### src/rtl/alu_flag_buffer.sv
// Captures ALU results under valid/ready, derives {C,N,Z} flags into a 2-entry FIFO
// and holds the architectural carry register that feeds the ALU carry-in.
module alu_flag_buffer #(
  parameter int data_size    = 8,
  parameter int op_code_size = 4
) (
  input  logic                    clk,
  input  logic                    rst_n,
  input  logic                    in_valid,
  output logic                    in_ready,
  input  logic [op_code_size-1:0] op_code_in,
  input  logic [data_size-1:0]    result_in,
  input  logic                    co_in,
  input  logic                    carry_clr,
  output logic                    carry_out,
  output logic                    out_valid,
  input  logic                    out_ready,
  output logic [data_size-1:0]    result_out,
  output logic [2:0]              flags_out
);

  localparam logic [1:0] EMPTY = 2'd0;
  localparam logic [1:0] FULL  = 2'd2;

  logic [1:0]           count_q, count_d;
  logic                 rd_ptr_q, rd_ptr_d;
  logic                 wr_ptr_q, wr_ptr_d;
  logic                 carry_q, carry_d;
  logic [data_size-1:0] mem_res_q [2];
  logic [data_size-1:0] mem_res_d [2];
  logic [2:0]           mem_flg_q [2];
  logic [2:0]           mem_flg_d [2];
  logic [data_size-1:0] head_res_q, head_res_d;
  logic [2:0]           head_flg_q, head_flg_d;
  logic                 push, pop;
  logic [2:0]           new_flags;

  // Arithmetic ops (0001..0110) latch carry-out, 0111 clears, pass and logical ops keep it.
  function automatic logic carry_update(input logic [op_code_size-1:0] op,
                                        input logic co, input logic c);
    if (op[op_code_size-1]) return c;
    case (op[2:0])
      3'd0:    return c;
      3'd7:    return 1'b0;
      default: return co;
    endcase
  endfunction

  assign in_ready   = (count_q != FULL);
  assign out_valid  = (count_q != EMPTY);
  assign carry_out  = carry_q;
  assign result_out = head_res_q;
  assign flags_out  = head_flg_q;

  always_comb begin
    push = in_valid && in_ready;
    pop  = out_valid && out_ready;

    carry_d = carry_q;
    if (carry_clr)
      carry_d = 1'b0;
    else if (push)
      carry_d = carry_update(op_code_in, co_in, carry_q);

    new_flags = {carry_d, result_in[data_size-1], (result_in == '0)};

    mem_res_d = mem_res_q;
    mem_flg_d = mem_flg_q;
    wr_ptr_d  = wr_ptr_q;
    if (push) begin
      mem_res_d[wr_ptr_q] = result_in;
      mem_flg_d[wr_ptr_q] = new_flags;
      wr_ptr_d            = ~wr_ptr_q;
    end
    rd_ptr_d = pop ? ~rd_ptr_q : rd_ptr_q;

    case ({push, pop})
      2'b10:   count_d = count_q + 2'd1;
      2'b01:   count_d = count_q - 2'd1;
      default: count_d = count_q;
    endcase

    // Output registers mirror the next head; they freeze once the FIFO drains.
    head_res_d = head_res_q;
    head_flg_d = head_flg_q;
    if (count_d != EMPTY) begin
      head_res_d = mem_res_d[rd_ptr_d];
      head_flg_d = mem_flg_d[rd_ptr_d];
    end
  end

  always_ff @(posedge clk or negedge rst_n) begin
    if (!rst_n) begin
      count_q    <= EMPTY;
      rd_ptr_q   <= 1'b0;
      wr_ptr_q   <= 1'b0;
      carry_q    <= 1'b0;
      head_res_q <= '0;
      head_flg_q <= '0;
      for (int i = 0; i < 2; i++) begin
        mem_res_q[i] <= '0;
        mem_flg_q[i] <= '0;
      end
    end else begin
      count_q    <= count_d;
      rd_ptr_q   <= rd_ptr_d;
      wr_ptr_q   <= wr_ptr_d;
      carry_q    <= carry_d;
      head_res_q <= head_res_d;
      head_flg_q <= head_flg_d;
      mem_res_q  <= mem_res_d;
      mem_flg_q  <= mem_flg_d;
    end
  end

endmodule

### config.mk
export PLATFORM = sky130hd
export DESIGN_NAME = alu_flag_buffer
export DESIGN_NICKNAME = d
export VERILOG_FILES = /design/src/rtl/alu_flag_buffer.sv
export SDC_FILE = /design/constraint.sdc
export NUM_CORES = 1
export LEC_CHECK = 0
export ABC_AREA = 1
export CAP_MARGIN = 20
export CORE_UTILIZATION = 25
export DETAILED_ROUTE_END_ITERATION = 12
export PLACE_DENSITY = 0.5
export SYNTH_ARGS = -nofsm -noshare
export SYNTH_HDL_FRONTEND = slang
export SYNTH_SLANG_ARGS = --single-unit
### constraint.sdc
create_clock -name clk -period 2.8 [get_ports clk]
set_input_delay 0.28 -clock clk [delete_from_list [all_inputs] [get_ports clk]]
set_output_delay 0.28 -clock clk [all_outputs]
set_load 0.05 [all_outputs]
==> flow_summary.toml, run 1 <==
[outcome]
status = "finished, violations left"
violations = "DRC"

[worst_setup_path]
reg2reg_from = "count_q[0]$_DFF_PN0_"
cp.required_ns = 2.97
crit_path_end = "result_out[4]$_DFFE_PN0P_"
cp.arrival_ns = 2.23
end_kind = "flip-flop"
startpoint = "count_q[0]$_DFF_PN0_"
cpPeakStageDelay_ns = 0.42
critPathLaunchType = "flip-flop"
ff2ff_path_depth = 12
rrSetupSlack_ns = 0.75
r2r-end = "result_out[4]$_DFFE_PN0P_"
critPathKind = "flip-flop to flip-flop"
path_cells = "inv_2 > nand2_1 > nand2_1 > inv_1 > ha_1 > inv_1 > nand2_1 > o21ai_0 > nand3_1 > buf_4 > o21ai_0 > o21ai_1"
cp_slowest_cell = "dfrtp_1"
crit_top_cell = "nand2_1"
cp_max_fo = 15

[logic_synthesis]
synth_nets = 210
syn-cell-area_um2 = 1690
yosysTopAreaCell = "dfrtp_1"
synthDominantCellAreaShare_pct = 56.2
synth.ff_latch_count = 38
yosysWarnings = 0
postSynthAreaPerCell_um2 = 8.86
netlist_top_cells_area = "dfrtp_1, nand2_1, inv_1, o21ai_0, nor2_1"
seq_area_frac_synth_pct = 56.2
postSynthCellCount = 191
synth.distinct_cells = 20

[sta]
worst_pin_slew_ns = 0.833
setup_tns_ns = 0
period_share_pct = 73.4
skew_ns = 0.00362
finalHoldViolCount = 0
drv_slew = 0
setup_viol = 0
fin_crit_ns = 2.05
fmaxAchievable_ghz = 0.487
slew_headroom_pct = 44.5
finalWorstSetupSlack_ns = 0.746
rsz0062_at_grt = "false"

[grt]
grt_pass1_vias = 1264
antenna_found_initial = 0
grtUsageTotal_pct = 11.5
grt_max_degree = 39
grt_pass1_wl_mm = 6.29
grt.overflow.total = 0

[route]
drtIter0Drc = 45
vias = 1288
viasPerCell = 4.24
firstDrtPassIters = 8
drc = 4
wl_per_cell_um = 12.1
drtAntennaViolNets = 0
routed_wl_mm = 3.68

[placed_design]
io_buffers = 31
dpl.hpwl_mm = 2.64
dp.cells = 296
place.gp.congestion = 0.718
preCtsSetupSlack_ns = 0.569

[cts]
cts_tree = "built"
clk_latency_ns = 0.28
post-cts-setup-buffer-count = 0
clockRootBuffer = "clkbuf_8"
clk_path_buf_depth = 2
cts_hold_buf = 0
cts_sinks = 38
cts_max_level = 2
cts_resized = 0
path_clk_slew_ns = 0.07
numCtsBuffers = 5

[power_and_ir_drop]
powerDensity_nw_per_um2 = 1320
peakVddDrop_v = 0.000375
leakage_nw = 1.06

[die]
start_util_pct = 26.2
die_area_um2 = 7100
num_rows = 29
die-height_um = 84.3
ios = 32
design.core.area_um2 = 6460
die_x_um = 84.3

[layout]
multi_input_area_um2 = 622
num_antenna_cells = 0
nets = 245
area_growth_pct = 27.8
final_cell_mix = "nand2_1, dfrtp_1, clkdlybuf4s50_1"
nFillCells = 685
final_common_cell = "nand2_1"
drive_gt1_share_pct = 10.1
seq_area_um2 = 951
fin_cells = 304

[run]
drv_cap = 0

[worst_hold_path]
hp-class = "primary input to asynchronous set/reset pin"
==> layer usage <==
| metal | track usage, % | vias up | part of all wire [%] |
|---|---|---|---|
| met5 | 0 | - | 0 |
| met4 | 3.76 | 0 | 1.2 |
| met3 | 4.03 | 6 | 4.3 |
| met2 | 18.0 | 15 | 47 |
| met1 | 14.8 | 594 | 47 |
| li1 | - | 673 | - |
==> synth_stat cells, drive strengths merged <==
cell / count
xnor2: 2
a31oi: 5
nand3: 8
dfrtp: 38
o21ai: 25
inv: 21
nand4: 3
ha: 1
buf: 5
nand2: 65
nor2: 18
==> kinds of logic (layout without fill, tap and decap cells) <==
logic type	Yosys count	in the layout	share of synthesized area, %
fa+ha+maj	1	1	0.740
buf+inv	26	62	7.03
simple gates	94	94	24.2
flops	38	38	56.2
compound gates	30	30	10.4
xor+xnor	2	2	1.48
==> worst min path at each step <==
stage	start	to	slack (ns)	cells after the start
after detailed placement	rst_n	carry_out$_DFF_PN0_	0.44	1
after global placement	rst_n	carry_out$_DFF_PN0_	0.45	1
after floorplan	rst_n	carry_out$_DFF_PN0_	-0.02	0
after global routing	rst_n	mem_res_q[14]$_DFF_PN0_	0.16	1
after CTS	rst_n	mem_flg_q[5]$_DFF_PN0_	0.12	1
final	rst_n	carry_out$_DFF_PN0_	0.09	1
==> registers in the layout (all words and copies together), names as in the netlist <==
signal,cells
carry_out,1
mem_flg_q,6
rd_ptr_q,1
wr_ptr_q,1
result_out,8
count_q,2
mem_res_q,16
flags_out,3
==> final cells by class <==
| cell class | count | area share, % |
|---|---|---|
| Sequential cell | 38 | 44.0 |
| Clock inverter | 1 | 0.231 |
| Clock buffer | 7 | 3.99 |
| Inverter | 21 | 3.76 |
| Timing Repair Buffer | 33 | 14.8 |
| Multi-Input combinational cell | 127 | 28.8 |
| Tap cell | 77 | 4.46 |
==> per-stage QoR <==
step | power [mW] | cell area (um^2) | utilization, % | hold WS (ns)
after floorplan | 2.05 | 1690 | - | -0.0156
after global placement | 2.48 | 2070 | 32.1 | 0.449
after detailed placement | 2.51 | 2070 | 32.1 | 0.439
after CTS | 2.90 | 2160 | 33.5 | 0.125
after global routing | 3.09 | 2160 | 33.5 | 0.161
final | 2.85 | 2160 | 33.5 | 0.0941
==> power breakdown <==
group	switching, mW	internal (mW)
combinational	1.01	0.522
sequential	0.122	0.811
clock	0.184	0.199
==> critical path, delay by kind of cell (launching register included) <==
kind | cells | cell delay (ns)
AND/OR/NAND/NOR | 4 | 0.41
flip-flops | 1 | 0.42
AO/OA/AOI/OAI | 3 | 0.37
buffers and inverters | 4 | 0.43
adder cells (fa/ha/maj) | 1 | 0.30
Note: power is estimated with default switching activity, not from simulation.
==> run 2, diff against run 1 <==
==> constraint.sdc (replaced) <==
create_clock -name clk -period 2 [get_ports clk]
set_input_delay 0.2 -clock clk [delete_from_list [all_inputs] [get_ports clk]]
set_output_delay 0.2 -clock clk [all_outputs]
set_load 0.05 [all_outputs]
==> flow_summary.toml, run 2 (same netlist as run 1, synthesis figures left out) <==
[power_and_ir_drop]
peakVddDrop_v = 0.000671
leakage_nw = 1.11
p_total_mw = 4.29
powerDensity_nw_per_um2 = 1880

[worst_setup_path]
cp_max_fo = 4
worst_path_dominant_cell_family = "buffers and inverters"
cp_num_buf_inv = 2
path_cells = "inv_2 > nand2_4 > clkdlybuf4s50_1"
cp.arrival_ns = 1.65
cp.required_ns = 1.80
cp_slowest_cell = "clkdlybuf4s50_1"
critPathKind = "flip-flop to primary output"
critPathLaunchType = "flip-flop"
cpPeakStageDelay_ns = 0.80
end_kind = "primary output"

[layout]
num_antenna_cells = 0
nets = 254
regMostFlops = "mem_res_q"
area_growth_pct = 35.1
nFillCells = 679
final_common_cell = "nand2_1"
largest_reg_flops = 16
seq_area_um2 = 952
final_cell_mix = "nand2_1, dfrtp_1, clkdlybuf4s50_1"
multi_input_area_um2 = 666
drive_gt1_share_pct = 17.8
utilization_pct = 35.4

[sta]
period_share_pct = 92.7
skew_ns = 0.00645
fmaxAchievable_ghz = 0.539
setup_viol = 0
finalHoldViolCount = 0
slew_headroom_pct = 66.6
timing.hold.ws_ns = 0.317
finalWorstSetupSlack_ns = 0.146
worst_pin_slew_ns = 0.500
fin_crit_ns = 1.85
drv_slew = 0

[grt]
grt_pass1_vias = 1395
met3_usage_pct = 3.24
grt.overflow.total = 0
met1_usage_pct = 15.6
antenna_found_initial = 0
grt_pass1_wl_mm = 6.67
grt_max_degree = 20
use_met2_pct = 20.0
grtUsageTotal_pct = 12.3
grt-busiest-layer = "met2"

[route]
routed_wl_mm = 3.89
drtAntennaViolNets = 0
drc = 2
firstDrtPassIters = 8
viasPerCell = 4.24
wl_per_cell_um = 12.4
drtIter0Drc = 82
vias = 1328

[cts]
post-cts-setup-buffer-count = 0
path_clk_slew_ns = 0.08
cts_max_level = 2
clk_path_buf_depth = 2
cts_tree = "built"
clockRootBuffer = "clkbuf_8"
clk_latency_ns = 0.29
cts_sinks = 38
numCtsBuffers = 5

[placed_design]
preCtsSetupSlack_ns = -0.0318
io_buffers = 31
place.gp.congestion = 0.722
dpl.hpwl_mm = 2.86

[worst_hold_path]
hp-class = "primary input to asynchronous set/reset pin"

[die]
die_x_um = 84.3
design.core.area_um2 = 6460
start_util_pct = 26.2
die-height_um = 84.3
ios = 32
die_area_um2 = 7100
num_rows = 29

[run]
drv_cap = 0

[outcome]
violations = "DRC"
status = "finished, violations left"
==> run 2: cell count changes in the layout (fill, tap and decap cells not counted), moves of 2 or more <==
cell	delta
buf_4	+6
buf_6	+3
inv_1	-2
inv_2	+2
nand2_1	-3
nand2_2	+2
o21ai_0	-2
==> run 2: final cells by class <==
| type | count | area share, % |
|---|---|---|
| repair buffers | 42 | 17.5 |
| well taps | 77 | 4.21 |
| multi-input cells | 127 | 29.1 |
| flip-flops and latches | 38 | 41.7 |
| clock inverters | 1 | 0.219 |
| inverters | 21 | 3.56 |
| clock buffers | 7 | 3.78 |
==> run 2: routing by layer <==
| layer | wire length, um | share of wire (%) |
|---|---|---|
| met5 | 0 | 0 |
| met4 | 65 | 1.7 |
| met3 | 121 | 3.1 |
| met2 | 1850 | 48 |
| met1 | 1850 | 48 |
==> run 2: power by group <==
part	switching [mW]	internal, mW
sequential	0.176	1.14
combinational	1.52	0.915
clock	0.268	0.278
==> run 2: stage by stage <==
stage | TNS, ns | instances | instance area [um^2]
after floorplan | 0 | 191 | 1700
after global placement | -0.0456 | 304 | 2140
after detailed placement | -0.107 | 304 | 2140
after CTS | 0 | 313 | 2240
after global routing | -0.000735 | 313 | 2290
final | 0 | 313 | 2290
==> run 2: worst reg2reg max path, cell delays in order, from the launching register on <==
cell and delay (ns):
dfrtp_1 0.42, inv_2 0.11, nand2_4 0.05, nand2_2 0.06, inv_1 0.06, ha_4 0.27, inv_1 0.04, nand2_2 0.07
nor2_1 0.04, nand2_1 0.12, nand3_4 0.11, buf_6 0.14, o21ai_0 0.07, o21ai_1 0.10
==> run 2: repair_timing <==
action,in CTS,in global routing
gates resized for setup,0,13
hold endpoints to repair,10,0
endpoints found under the setup margin,0,11
hold buffers,1,0
==> run 2: final timing paths <==
check                           slack [ns]                         to  cells after the start                    start
worst max-delay path                  0.15                   in_ready                      3     count_q[0]$_DFF_PN0_
worst min-delay path                  0.32    mem_res_q[15]$_DFF_PN0_                      2                    rst_n
worst max register to register        0.20  result_out[0]$_DFFE_PN0P_                     13     count_q[0]$_DFF_PN0_
worst min register to register        0.47    mem_res_q[11]$_DFF_PN0_                      2  mem_res_q[11]$_DFF_PN0_
max in group asynchronous             1.18     mem_res_q[2]$_DFF_PN0_                      3                    rst_n
min in group clk                      0.47    mem_res_q[11]$_DFF_PN0_                      2  mem_res_q[11]$_DFF_PN0_
==> run 3, diff against run 2 <==
--- a/config.mk
+++ b/config.mk
@@ -10,6 +10,7 @@
 export CORE_UTILIZATION = 25
 export DETAILED_ROUTE_END_ITERATION = 12
 export PLACE_DENSITY = 0.5
+export SETUP_SLACK_MARGIN = 0.3
 export SYNTH_ARGS = -nofsm -noshare
 export SYNTH_HDL_FRONTEND = slang
 export SYNTH_SLANG_ARGS = --single-unit
==> flow_summary.toml, run 3 (same netlist as run 1, synthesis figures left out) <==
[die]
start_util_pct = 26.2
design.core.area_um2 = 6460
die-height_um = 84.3
die_x_um = 84.3
die_area_um2 = 7100
num_rows = 29
ios = 32

[layout]
regMostFlops = "mem_res_q"
final_cell_mix = "nand2_1, dfrtp_1, clkdlybuf4s50_1"
nets = 257
drive_gt1_share_pct = 24.7
seq_area_um2 = 952
final_common_cell = "nand2_1"
multi_input_area_um2 = 781
largest_reg_flops = 16
area_growth_pct = 45.7
utilization_pct = 38.2
fin_cells = 316
nFillCells = 671
num_antenna_cells = 0

[route]
drtIter0Drc = 51
vias = 1369
routed_wl_mm = 4.01
drtAntennaViolNets = 0
firstDrtPassIters = 8
viasPerCell = 4.33
wl_per_cell_um = 12.7
drc = 8

[sta]
skew_ns = 0.00182
setup_viol = 0
rsz0062_at_grt = "true"
finalWorstSetupSlack_ns = 0.179
drv_slew = 0
worst_pin_slew_ns = 0.530
fmaxAchievable_ghz = 0.549
finalHoldViolCount = 0
setup_tns_ns = 0
fin_crit_ns = 1.82
slew_headroom_pct = 64.6
period_share_pct = 91.1

[cts]
clk_path_buf_depth = 2
cts_max_level = 2
cts_sinks = 38
clockRootBuffer = "clkbuf_8"
cts_tree = "built"
clk_latency_ns = 0.29
numCtsBuffers = 5
path_clk_slew_ns = 0.07

[grt]
grtUsageTotal_pct = 12.2
antenna_found_initial = 0
grt_pass1_wl_mm = 6.77
grt_pass1_vias = 1396
grt.overflow.total = 0
grt_max_degree = 24

[worst_setup_path]
cp_max_fo = 8
end_kind = "flip-flop"
cp.arrival_ns = 1.99
cp.required_ns = 2.17
critPathLaunchType = "flip-flop"
critPathKind = "flip-flop to flip-flop"

[placed_design]
place.gp.congestion = 0.720
dpl.hpwl_mm = 2.87
dp.cells = 301
preCtsSetupSlack_ns = 0.0534
io_buffers = 31

[outcome]
status = "finished, violations left"
violations = "DRC"

[power_and_ir_drop]
peakVddDrop_v = 0.000796
leakage_nw = 1.25
powerDensity_nw_per_um2 = 1960
p_total_mw = 4.83

[run]
drv_cap = 0

[worst_hold_path]
hp-class = "primary input to asynchronous set/reset pin"
==> run 3: area by class of cell <==
| class | instances | area share, % |
|---|---|---|
| Clock buffer | 7 | 3.50 |
| Clock inverter | 1 | 0.203 |
| Inverter | 21 | 3.71 |
| Multi-Input combinational cell | 127 | 31.7 |
| Sequential cell | 38 | 38.6 |
| Tap cell | 77 | 3.91 |
| Timing Repair Buffer | 45 | 18.4 |
==> run 3: final timing paths <==
check	startpoint	endpoint	slack, ns	depth (start not counted)
max	count_q[1]$_DFF_PN0_	result_out[3]$_DFFE_PN0P_	0.18	12
min	rst_n	carry_out$_DFF_PN0_	0.42	2
max reg2reg	count_q[1]$_DFF_PN0_	result_out[3]$_DFFE_PN0P_	0.18	12
min reg2reg	mem_res_q[1]$_DFF_PN0_	mem_res_q[1]$_DFF_PN0_	0.47	2
max in group asynchronous	rst_n	result_out[5]$_DFFE_PN0P_	0.97	3
min in group clk	mem_res_q[1]$_DFF_PN0_	mem_res_q[1]$_DFF_PN0_	0.47	2
==> run 3: worst max-delay path, stage by stage (launching register included) <==
cell and delay (ns):
dfrtp_2 0.47, inv_4 0.10, nand2_8 0.05, nand2_4 0.07, inv_4 0.04, ha_4 0.25, inv_4 0.06, nand2_4 0.06
o21ai_4 0.15, nand3_4 0.14, buf_12 0.18, nor2_4 0.10, a31oi_4 0.04
==> run 3: what timing repair did <==
action,in CTS,in global routing
gates resized for setup,20,25
setup endpoints to repair,13,20
hold buffers,1,0
setup buffers,6,0
endpoints found under the hold margin,22,0
pin swaps,11,8
==> run 3: power breakdown <==
part / total, mW / internal [mW] / switching [mW]
Combinational: 2.95 / 1.17 / 1.79
Clock: 0.547 / 0.278 / 0.269
Sequential: 1.33 / 1.14 / 0.193
Total: 4.83 / 2.58 / 2.25
==> run 3: per-stage QoR <==
step                      hold slack [ns]  cell area, um^2
after CTS                           0.449             2380
after detailed placement            0.212             2180
after floorplan                   -0.0956             1770
after global routing                0.467             2460
after global placement              0.227             2180
final                               0.419             2460
==> run 3: per-layer routing <==
layer  GRT usage (%)  vias to the layer above  wire (um)
li1                -                      703          -
met1            15.7                      647       1870
met2            19.8                       15       1950
met3            4.33                        4        149
met4            2.82                        0         31
met5               0                        -          0
